### config.mk
export PLATFORM = sky130hd
export DESIGN_NAME = rr_arbiter_4
export DESIGN_NICKNAME = d
export VERILOG_FILES = /design/src/rtl/rr_arbiter_4.sv
export SDC_FILE = /design/constraint.sdc
export NUM_CORES = 1
export LEC_CHECK = 0
export ABC_AREA = 1
export BUFFER_PORTS_ARGS = -buffer_cell sky130_fd_sc_hd__buf_2
export CORE_UTILIZATION = 35
export CTS_BUF_LIST = sky130_fd_sc_hd__clkbuf_8
export CTS_CLUSTER_SIZE = 10
export DETAILED_ROUTE_END_ITERATION = 10
export PLACE_DENSITY = 0.58
export SLEW_MARGIN = 5
export SYNTH_ARGS = -nofsm -noshare
export SYNTH_HDL_FRONTEND = slang
export SYNTH_SLANG_ARGS = --single-unit
### constraint.sdc
create_clock -name clk -period 2.81 [get_ports clk]
set_clock_uncertainty 0.2 [all_clocks]
set_input_delay 0.281 -clock clk [delete_from_list [all_inputs] [get_ports clk]]
set_output_delay 0.281 -clock clk [all_outputs]
set_load 0.005 [all_outputs]
### src/rtl/rr_arbiter_4.sv
// rr_arbiter_4
//   Round-robin arbiter sharing one 2-to-4 decoded resource among four
//   requesters. It grants one requester at a time and drives both the binary
//   select (gnt_idx) and the one-hot grant (gnt). Each grant is held for at
//   most HOLD_MAX cycles. At that limit the arbiter forces a release and
//   raises a one-cycle timeout pulse.
//
//   Ports
//     clk        in   1  system clock, rising edge
//     rst_n      in   1  asynchronous active-low reset
//     en         in   1  arbiter enable; 0 blocks new grants and aborts the active one
//     req        in   4  level requests, bit i = requester i
//     done       in   1  active holder releases the grant this cycle
//     gnt        out  4  one-hot grant, 0 when idle
//     gnt_idx    out  2  binary index of the granted requester (decoder select)
//     gnt_valid  out  1  a grant is active (decoder enable)
//     timeout    out  1  one-cycle pulse when a grant is forcibly ended
//
//   All outputs are registered. gnt always equals
//   (gnt_valid ? 1 << gnt_idx : 0).

module rr_arbiter_4 #(
  parameter int unsigned HOLD_MAX = 8
) (
  input  logic       clk,
  input  logic       rst_n,
  input  logic       en,
  input  logic [3:0] req,
  input  logic       done,
  output logic [3:0] gnt,
  output logic [1:0] gnt_idx,
  output logic       gnt_valid,
  output logic       timeout
);

  localparam int unsigned CW = $clog2(HOLD_MAX + 1);

  typedef enum logic {
    IDLE,
    GRANT
  } state_t;

  state_t          state_q, state_d;
  logic [1:0]      ptr_q,   ptr_d;
  logic [1:0]      idx_q,   idx_d;
  logic            valid_q, valid_d;
  logic            to_q,    to_d;
  logic [3:0]      gnt_q,   gnt_d;
  logic [CW-1:0]   cnt_q,   cnt_d;

  logic [1:0]      pick;
  logic            pick_found;
  logic [1:0]      cand;

  // Rotating priority scan: ptr, ptr+1, ... wrapping through the 2-bit add.
  always_comb begin
    pick       = '0;
    pick_found = 1'b0;
    cand       = '0;
    for (int unsigned i = 0; i < 4; i++) begin
      cand = ptr_q + i[1:0];
      if (!pick_found && req[cand]) begin
        pick       = cand;
        pick_found = 1'b1;
      end
    end
  end

  // Next-state and next-output logic.
  always_comb begin
    state_d = state_q;
    ptr_d   = ptr_q;
    idx_d   = idx_q;
    valid_d = valid_q;
    to_d    = 1'b0;
    cnt_d   = cnt_q;

    unique case (state_q)
      IDLE: begin
        valid_d = 1'b0;
        if (en && pick_found) begin
          idx_d   = pick;
          valid_d = 1'b1;
          cnt_d   = CW'(1);
          state_d = GRANT;
        end
      end

      GRANT: begin
        if (!en) begin
          // Abort leaves the rotation pointer where it was.
          valid_d = 1'b0;
          cnt_d   = '0;
          state_d = IDLE;
        end else if (done || !req[idx_q]) begin
          // A voluntary release takes precedence over the hold limit, so
          // done arriving together with cnt == HOLD_MAX raises no timeout.
          valid_d = 1'b0;
          cnt_d   = '0;
          ptr_d   = idx_q + 2'd1;
          state_d = IDLE;
        end else if (cnt_q == CW'(HOLD_MAX)) begin
          valid_d = 1'b0;
          cnt_d   = '0;
          ptr_d   = idx_q + 2'd1;
          to_d    = 1'b1;
          state_d = IDLE;
        end else begin
          cnt_d = cnt_q + CW'(1);
        end
      end

      default: begin
        valid_d = 1'b0;
        cnt_d   = '0;
        state_d = IDLE;
      end
    endcase

    // The one-hot grant is decoded ahead of the register so that it stays
    // cycle-aligned with gnt_idx and gnt_valid.
    gnt_d = valid_d ? (4'b0001 << idx_d) : 4'b0000;
  end

  always_ff @(posedge clk or negedge rst_n) begin
    if (!rst_n) begin
      state_q <= IDLE;
      ptr_q   <= '0;
      idx_q   <= '0;
      valid_q <= 1'b0;
      to_q    <= 1'b0;
      gnt_q   <= '0;
      cnt_q   <= '0;
    end else begin
      state_q <= state_d;
      ptr_q   <= ptr_d;
      idx_q   <= idx_d;
      valid_q <= valid_d;
      to_q    <= to_d;
      gnt_q   <= gnt_d;
      cnt_q   <= cnt_d;
    end
  end

  assign gnt       = gnt_q;
  assign gnt_idx   = idx_q;
  assign gnt_valid = valid_q;
  assign timeout   = to_q;

endmodule

Word level (Yosys, flattened, before mapping). Cells that the tools add are included.

Add/subtract/negate cells: 5. Order comparisons: 5. Eq/ne operators: 2. Shifts and indexed selects: 1. Mux-type cells: 41. Bitwise operators: 1. Reductions and logical operators: 11.

Operator list (number): $mux W1 (20); $mux W4 (5); $mux W2 (8); $lt A2 B3 Y1 const B (5); $bmux W1 S2 (5); $pmux W4 S2 (1); $add A2 B1 Y2 const B (2); $add A2 B2 Y2 const B (2); $add A4 B1 Y4 const B (1); $eq A4 B4 Y1 const B (1); $logic_and A1 B1 Y1 (4); $logic_not A1 Y1 (4); $pmux W1 S2 (2); $shl A1 B2 Y4 const A (1); $reduce_and A3 Y1 (1); $ne A2 B2 Y1 const B (1); $reduce_bool A2 Y1 (1); $logic_or A1 B1 Y1 (1); $not A1 Y1 (1).

Register bits: 15. Logic and storage cells: 73.

Logic depth before layout (Yosys ltp). Gate-level depths: netlist of run 1.

Word-level depth: 17. Mapped depth: 13. Gate-level depth less buffers: 13.

Least setup slack after synthesis of run 1. OpenSTA, ideal clock, no wires.

Kind: reg-to-reg. From: register ptr_q[0]. To: register gnt_q[2] (netlist: gnt[2]). Library setup time: 121 ps. Data arrival time: 1385 ps. Slack: 1103 ps. Cell stages (with the launch flop): 12. Path buffers: 1. Period minus slack after synthesis: 1707 ps. Cell sequence: dfrtp_1 buf_6 nand2_1 nand2_1 o21ai_2 inv_1 nand3_2 nand3_4 nand2_2 inv_1 a21oi_1 nor2_1.

Word-level cells in the longest chain between the ends: 17.

RTL lines: start: declaration (line 44) `logic [1:0] ptr_q, ptr_d;`; start signal: assignment (line 136) `ptr_q <= ptr_d;`; parallel branches: the longest is 16 deep, another holds $add A2 B1 Y2; $mux W4 (*) (line 122) `gnt_d = valid_d ? (4'b0001 << idx_d) : 4'b0000;`; named net gnt_d[2] (line 48) `logic [3:0] gnt_q, gnt_d;`; end signal: assignment (line 140) `gnt_q <= gnt_d;`; end: declaration (line 48).

Mark *: on every way through the listed nets, which the timed path passes. The select of a mux whose other input is x is not followed. A chain may end at the register's enable or synchronous reset.

Worst setup path after layout of run 1. Same ends and word-level chain as after synthesis.

==> qor_table.md, run 1 <==
| Result | This run | Unit |
|:---|:---|:---|
| Status | finished, final reports clean | - |
| Setup repair after global routing missed its margin | no | - |
| Residual antenna-violating net count after detailed routing | 0 | - |
| Max-Slew Margin vs Limit | 74.5 | % |
| Worst Reg2Reg Path Length in Cells | 11 | - |
| Post-CTS Repair Setup Buffers | 0 | - |
| Clock-pin transition on the worst setup and hold timing paths | 0.06 | ns |
| Maximum net fanout on the critical path | 12 | - |
| Pin count of the biggest net entering global routing | 16 | - |
| Initial Utilization | 38.5 | % |
| Slew @ Worst Pin | 0.383 | ns |
| Min cycle time layout | 2.07 | ns |
| Data arrival, critical path | 2.01 | ns |
| Number of clock sinks | 15 | - |
| DR pass1 iterations | 4 | - |
| Startpoint type of the worst setup path | flip-flop | - |
| Detailed-route DRC error count | 0 | - |
| Estimated wirelength of the detail-placed design | 1750 | um |
| Sum of negative setup slack | 0 | ns |
| Port Buf Inserts | 15 | - |
| Die Span X | 55.3 | um |
| Source-to-sink clock delay at the later pin of the worst-skew pair | 0.25 | ns |
| Routability-driven placement congestion ratio | 0.852 | - |
| Post-synthesis async set-or-reset flop share | 100 | % |
| Start point of the worst hold path | done | - |
| Required time of the critical path | 2.75 | ns |
| Filler cell count in the final layout | 268 | - |
| Die extent in y | 55.3 | um |
| Critical path class | reg2reg | - |
| Origin of the critical flop-to-flop path | ptr_q[0] | - |
| Number of non-filler instances in the completed layout | 188 | - |
| IR drop worst, VDD | 0.000475 | V |
| First-pass GRT wire length | 3970 | um |
| Diode count | 0 | - |
| Total power | 1170 | uW |
| Number of synthesized flops with an enable pin | 0 | - |
| Core Footprint | 0.00259 | sq mm |
| Part of the cycle the worst path needs | 73.8 | % |
| Area growth from synthesis to final layout | 15.6 | % |
| Clock tree from TritonCTS | yes | - |
| Mean area per synthesized cell | 7.11 | sq um |
| Total vias in the final route | 928 | - |
| Reg2reg end | gnt[2] | - |
| Cell with the biggest individual delay on the critical path | dfrtp_1 | - |
| Synth cell types | 22 | - |
| Worst path cell trace | inv_2 > nand2_1 > nand2_1 > o21ai_2 > inv_1 > nand3_2 > nand3_4 > nand2_2 > inv_1 > a21oi_1 > nor2_1 | - |
| Total wire length | 2170 | um |
| Cells after synthesis | 140 | - |
| Maximum achievable frequency | 482 | MHz |
| Final setup violation count | 0 | - |
| WL per Instance | 11.5 | um |
| Clock tree root buffer cell | clkbuf_8 | - |
| Tightest Hold Check Type | in2reg | - |
| Number of core rows | 18 | - |
| Wire length on met3 | 94 | um |
| Post-layout net count | 169 | - |
| Global route total overflow | 0 | - |
| Number of buffers inserted during clock tree synthesis | 3 | - |
| Antenna violations before repair | 0 | - |
| R2r setup slk | 0.74 | ns |
| GRT Resource Usage Total | 16.1 | % |
| Placed cells | 183 | - |
| Share of layout cells above drive strength 1 | 25.9 | % |
| Sum of routed wire segments on met1 | 1010 | um |
| Net count after synthesis | 150 | - |
| Total met2 wirelength after detailed routing | 1020 | um |
| Number of warnings printed during yosys synthesis | 0 | - |
| Count of maximum capacitance violations | 0 | - |
| DR iter-0 viols | 15 | - |
| H-tree depth reported by CTS | 1 | - |
| Critical Path End Type | flip-flop | - |
| Power density over the cells | 1020 | mW/mm^2 |
| Endpoints failing hold | 0 | - |
| DIE AREA | 0.00306 | sq mm |
| Most used flip-flop cell after synthesis | dfrtp_1 | - |
| Count of state elements after synthesis | 15 | - |
| Sequential-to-total area share from yosys stat | 37.7 | % |
| Worst-case hold path end point | timeout | - |
| Maximum number of buffers from clock root to sink | 2 | - |
| Leakage dissipation | 0.000623 | uW |
| Highest cell delay on the worst timing path | 0.57 | ns |
| Netlist area before placement | 996 | sq um |
| Top-level port count | 16 | - |
| Vias in the first global route | 904 | - |
| Cell depth of the worst hold path | 4 | - |
| Uppermost routed layer | met4 | - |
| Max-slew violation count | 0 | - |
| Number of vias per cell after detailed routing | 4.94 | - |
timing repair:
item,in CTS,in global routing
resized for setup,0,0
hold endpoints to repair,15,0
hold buffers,1,0
Yosys cell counts, types with 2 or more instances:
library cell | instances | area, sq um
nor2_1 | 9 | 33.8
inv_1 | 14 | 52.6
nand2_2 | 12 | 75.1
nand3_2 | 3 | 30.0
inv_2 | 3 | 11.3
ha_1 | 2 | 25.0
dfrtp_1 | 15 | 375
nand3_1 | 13 | 65.1
a21oi_1 | 5 | 25.0
o21ai_0 | 8 | 40.0
nand2_1 | 45 | 169
power breakdown:
part / total, uW / leakage, uW / switching [uW] / internal [uW]
Combinational: 641 / 0.000404 / 418 / 223
Clock: 177 / 0.0000217 / 77.1 / 99.5
Sequential: 354 / 0.000198 / 73.4 / 280
metal layers:
metal / vias up / global-route usage, %
li1: 482 / -
met1: 419 / 19.9
met2: 21 / 26.2
met3: 6 / 5.62
met4: 0 / 5.00
met5: - / 0
critical path: cells and delay by family (launching register included):
kind | cells | cell delay (ns)
buffers and inverters | 3 | 0.27
AOI/OAI and AO/OA | 2 | 0.32
and+or+nand+nor | 6 | 0.59
DFF | 1 | 0.57
state kept, by name, indices dropped and copies added (netlist names):
signal	cells
gnt_idx	2
timeout	1
cnt_q	4
gnt	4
state_q	1
gnt_valid	1
ptr_q	2
stage by stage:
step           cell area [sq um]  setup WS [ns]  hold slack, ns  util (%)
6_report                    1150          0.735           0.163      44.4
5_1_grt                     1150          0.508           0.169      44.4
4_1_cts                     1150          0.745           0.157      44.4
3_5_place_dp                1090          0.772         0.00275      42.2
3_3_place_gp                1090          0.835       0.0000979      42.2
2_1_floorplan                996           1.10          -0.215         -
worst max-delay path by stage:
| stage | to | startpoint | slack [ns] | depth (start not counted) |
|---|---|---|---|---|
| after floorplan | gnt[2] | ptr_q[0] | 1.10 | 11 |
| after global placement | gnt[3] | ptr_q[0] | 0.84 | 11 |
| after detailed placement | gnt[2] | ptr_q[0] | 0.77 | 11 |
| after CTS | gnt[2] | ptr_q[0] | 0.74 | 11 |
| after global routing | gnt[2] | ptr_q[0] | 0.51 | 11 |
| final | gnt[2] | ptr_q[0] | 0.74 | 11 |
layout by cell type (no fill, tap or decap), drive strengths merged:
cell,instances
a21oi,5
and2,1
buf,15
clkbuf,3
clkinvlp,1
dfrtp,15
dlygate4sd3,1
ha,2
inv,17
nand2,57
nand3,17
nand4,1
nor2,11
nor3,1
o211ai,1
o21ai,9
xnor2,1
final cells by class:
type / count / area [sq um] / area share [%]
Clock buffer: 3 / 41.3 / 3.59
Clock inverter: 1 / 7.51 / 0.652
Inverter: 17 / 63.8 / 5.54
Multi-Input combinational cell: 106 / 541 / 47.0
Sequential cell: 15 / 375 / 32.6
Tap cell: 30 / 37.5 / 3.26
Timing Repair Buffer: 16 / 85.1 / 7.39
cell families after synthesis:
kind of cell	count (synthesis)	share of synthesized area, %
flip-flops	15	37.7
adder cells (fa/ha/maj)	2	2.51
buffers and inverters	19	8.04
XOR/XNOR	1	0.880
AO/OA/AOI/OAI	15	8.17
AND/OR/NAND/NOR	88	42.7
(Power assumes the default switching activity.)
==> run 2, diff against run 1 <==
==> constraint.sdc (replaced) <==
create_clock -name clk -period 1.94 [get_ports clk]
set_clock_uncertainty 0.2 [all_clocks]
set_input_delay 0.194 -clock clk [delete_from_list [all_inputs] [get_ports clk]]
set_output_delay 0.194 -clock clk [all_outputs]
set_load 0.005 [all_outputs]
==> qor_table.md, run 2 (synthesized netlist as in run 1, its figures left out) <==
| Result | This run | Unit |
|:---|:---|:---|
| Share of layout cells above drive strength 1 | 46.2 | % |
| Number of core rows | 18 | - |
| Startpoint type of the worst setup path | flip-flop | - |
| Die extent in y | 55.3 | um |
| Maximum net fanout on the critical path | 7 | - |
| First-pass GRT wire length | 3760 | um |
| Clock tree from TritonCTS | yes | - |
| IR drop worst, VDD | 0.000919 | V |
| Post-layout net count | 182 | - |
| Start point of the worst hold path | en | - |
| R2r setup slk | -0.007 | ns |
| Detailed-route DRC error count | 0 | - |
| Number of clock sinks | 15 | - |
| Data arrival, critical path | 1.89 | ns |
| Total wire length | 2560 | um |
| Min cycle time layout | 1.95 | ns |
| Source-to-sink clock delay at the later pin of the worst-skew pair | 0.25 | ns |
| Status | finished with violations | - |
| Critical Path End Type | flip-flop | - |
| Vias in the first global route | 857 | - |
| Violations in the final reports | setup timing | - |
| Residual antenna-violating net count after detailed routing | 0 | - |
| Port Buf Inserts | 15 | - |
| Tightest Hold Check Type | in2reg | - |
| Clock tree root buffer cell | clkbuf_8 | - |
| Required time of the critical path | 1.88 | ns |
| DR pass1 iterations | 4 | - |
| Max-Slew Margin vs Limit | 77.9 | % |
| Most frequent standard cell in the layout excluding fill and tap cells | nand2_1 | - |
| Placed cells | 185 | - |
| Setup repair after global routing missed its margin | yes | - |
| GRT Resource Usage Total | 15.6 | % |
| Area growth from synthesis to final layout | 40.3 | % |
| Worst Reg2Reg Path Length in Cells | 11 | - |
| Initial Utilization | 38.5 | % |
| WL per Instance | 12.8 | um |
| Critical path class | reg2reg | - |
| Worst-case hold path end point | state_q | - |
| Total power | 2230 | uW |
| Number of vias per cell after detailed routing | 4.99 | - |
| Final cell utilization of the core | 54.0 | % |
| Total vias in the final route | 1003 | - |
| Antenna violations before repair | 0 | - |
| Maximum number of buffers from clock root to sink | 2 | - |
| Reg2reg end | gnt[3] | - |
| Origin of the critical flop-to-flop path | ptr_q[0] | - |
| Estimated wirelength of the detail-placed design | 1760 | um |
| Part of the cycle the worst path needs | 100 | % |
| Number of non-filler instances in the completed layout | 201 | - |
| Max-slew violation count | 0 | - |
| DR iter-0 viols | 28 | - |
| Setup slack of the critical path after layout | -0.00747 | ns |
| Cell depth of the worst hold path | 3 | - |
| Slew @ Worst Pin | 0.332 | ns |
| Sum of negative setup slack | -0.00747 | ns |
| Number of buffers inserted during clock tree synthesis | 3 | - |
| Routability-driven placement congestion ratio | 0.920 | - |
| Global route total overflow | 0 | - |
| Top-level port count | 16 | - |
| Endpoints failing hold | 0 | - |
| Pin count of the biggest net entering global routing | 16 | - |
| Leakage dissipation | 0.000715 | uW |
| Power density over the cells | 1600 | mW/mm^2 |
| Count of maximum capacitance violations | 0 | - |
| Most used cells in the layout excluding fill and tap cells | nand2_1, nand2_2, buf_2 | - |
| Maximum achievable frequency | 513 | MHz |
| H-tree depth reported by CTS | 1 | - |
| Final setup violation count | 1 | - |
| Diode count | 0 | - |
| DIE AREA | 0.00306 | sq mm |
| Clock-pin transition on the worst setup and hold timing paths | 0.06 | ns |
| Die Span X | 55.3 | um |
| Core Footprint | 0.00259 | sq mm |
## run 2: metal layers
metal / part of all wire, % / vias up / GRT usage [%]
met5: 0 / - / 0
met4: 2.0 / 0 / 6.07
met3: 3.1 / 8 / 4.22
met2: 49 / 19 / 25.5
met1: 46 / 467 / 19.6
li1: - / 509 / -
## run 2: worst max path at each step
stage	start	endpoint	slack, ns	cells after the start
after global routing	ptr_q[0]	gnt[3]	-0.09	11
after CTS	ptr_q[0]	gnt[2]	0.008	11
after floorplan	ptr_q[0]	gnt[2]	0.23	11
after detailed placement	ptr_q[0]	gnt[3]	-0.08	11
after global placement	ptr_q[0]	gnt[3]	-0.01	11
final	ptr_q[0]	gnt[3]	-0.007	11
## run 2: timing repair
item / 4_1_cts / 5_1_grt
hold buffers: 1 / 0
setup buffers: 0 / 11
hold endpoints to repair: 15 / 0
setup endpoints to repair: 7 / 9
pin swaps: 0 / 22
resized for setup: 1 / 47
## run 2: report_power, final
part | leakage [uW] | total (uW) | switching [uW] | internal, uW
Combinational | 0.000498 | 1450 | 850 | 603
Clock | 0.0000217 | 261 | 116 | 144
Sequential | 0.000195 | 519 | 108 | 411
## run 2: through the flow
step	setup slack, ns	hold slack (ns)	cell area [sq um]
floorplan	0.233	-0.302	996
global placement	-0.0143	-0.0766	1110
detailed placement	-0.0757	-0.0741	1110
CTS	0.00821	0.0914	1170
global route	-0.0884	0.122	1400
finish	-0.00747	0.105	1400
## run 2: cell type report
class                   count  area (sq um)
fillers                   243          1190
multi-input cells         106           662
flip-flops and latches     15           378
repair buffers             29           198
inverters                  17          73.8
clock buffers               3          41.3
well taps                  30          37.5
clock inverters             1          7.51
## run 2: critical path: stages (launching register included)
cell	delay, ns
dfrtp_2	0.46
buf_6	0.15
nand2_2	0.08
nand2_2	0.07
o21ai_4	0.18
inv_2	0.08
nand3_4	0.08
nand3_4	0.14
nand2_2	0.14
inv_2	0.04
a21oi_2	0.13
nor2_1	0.07
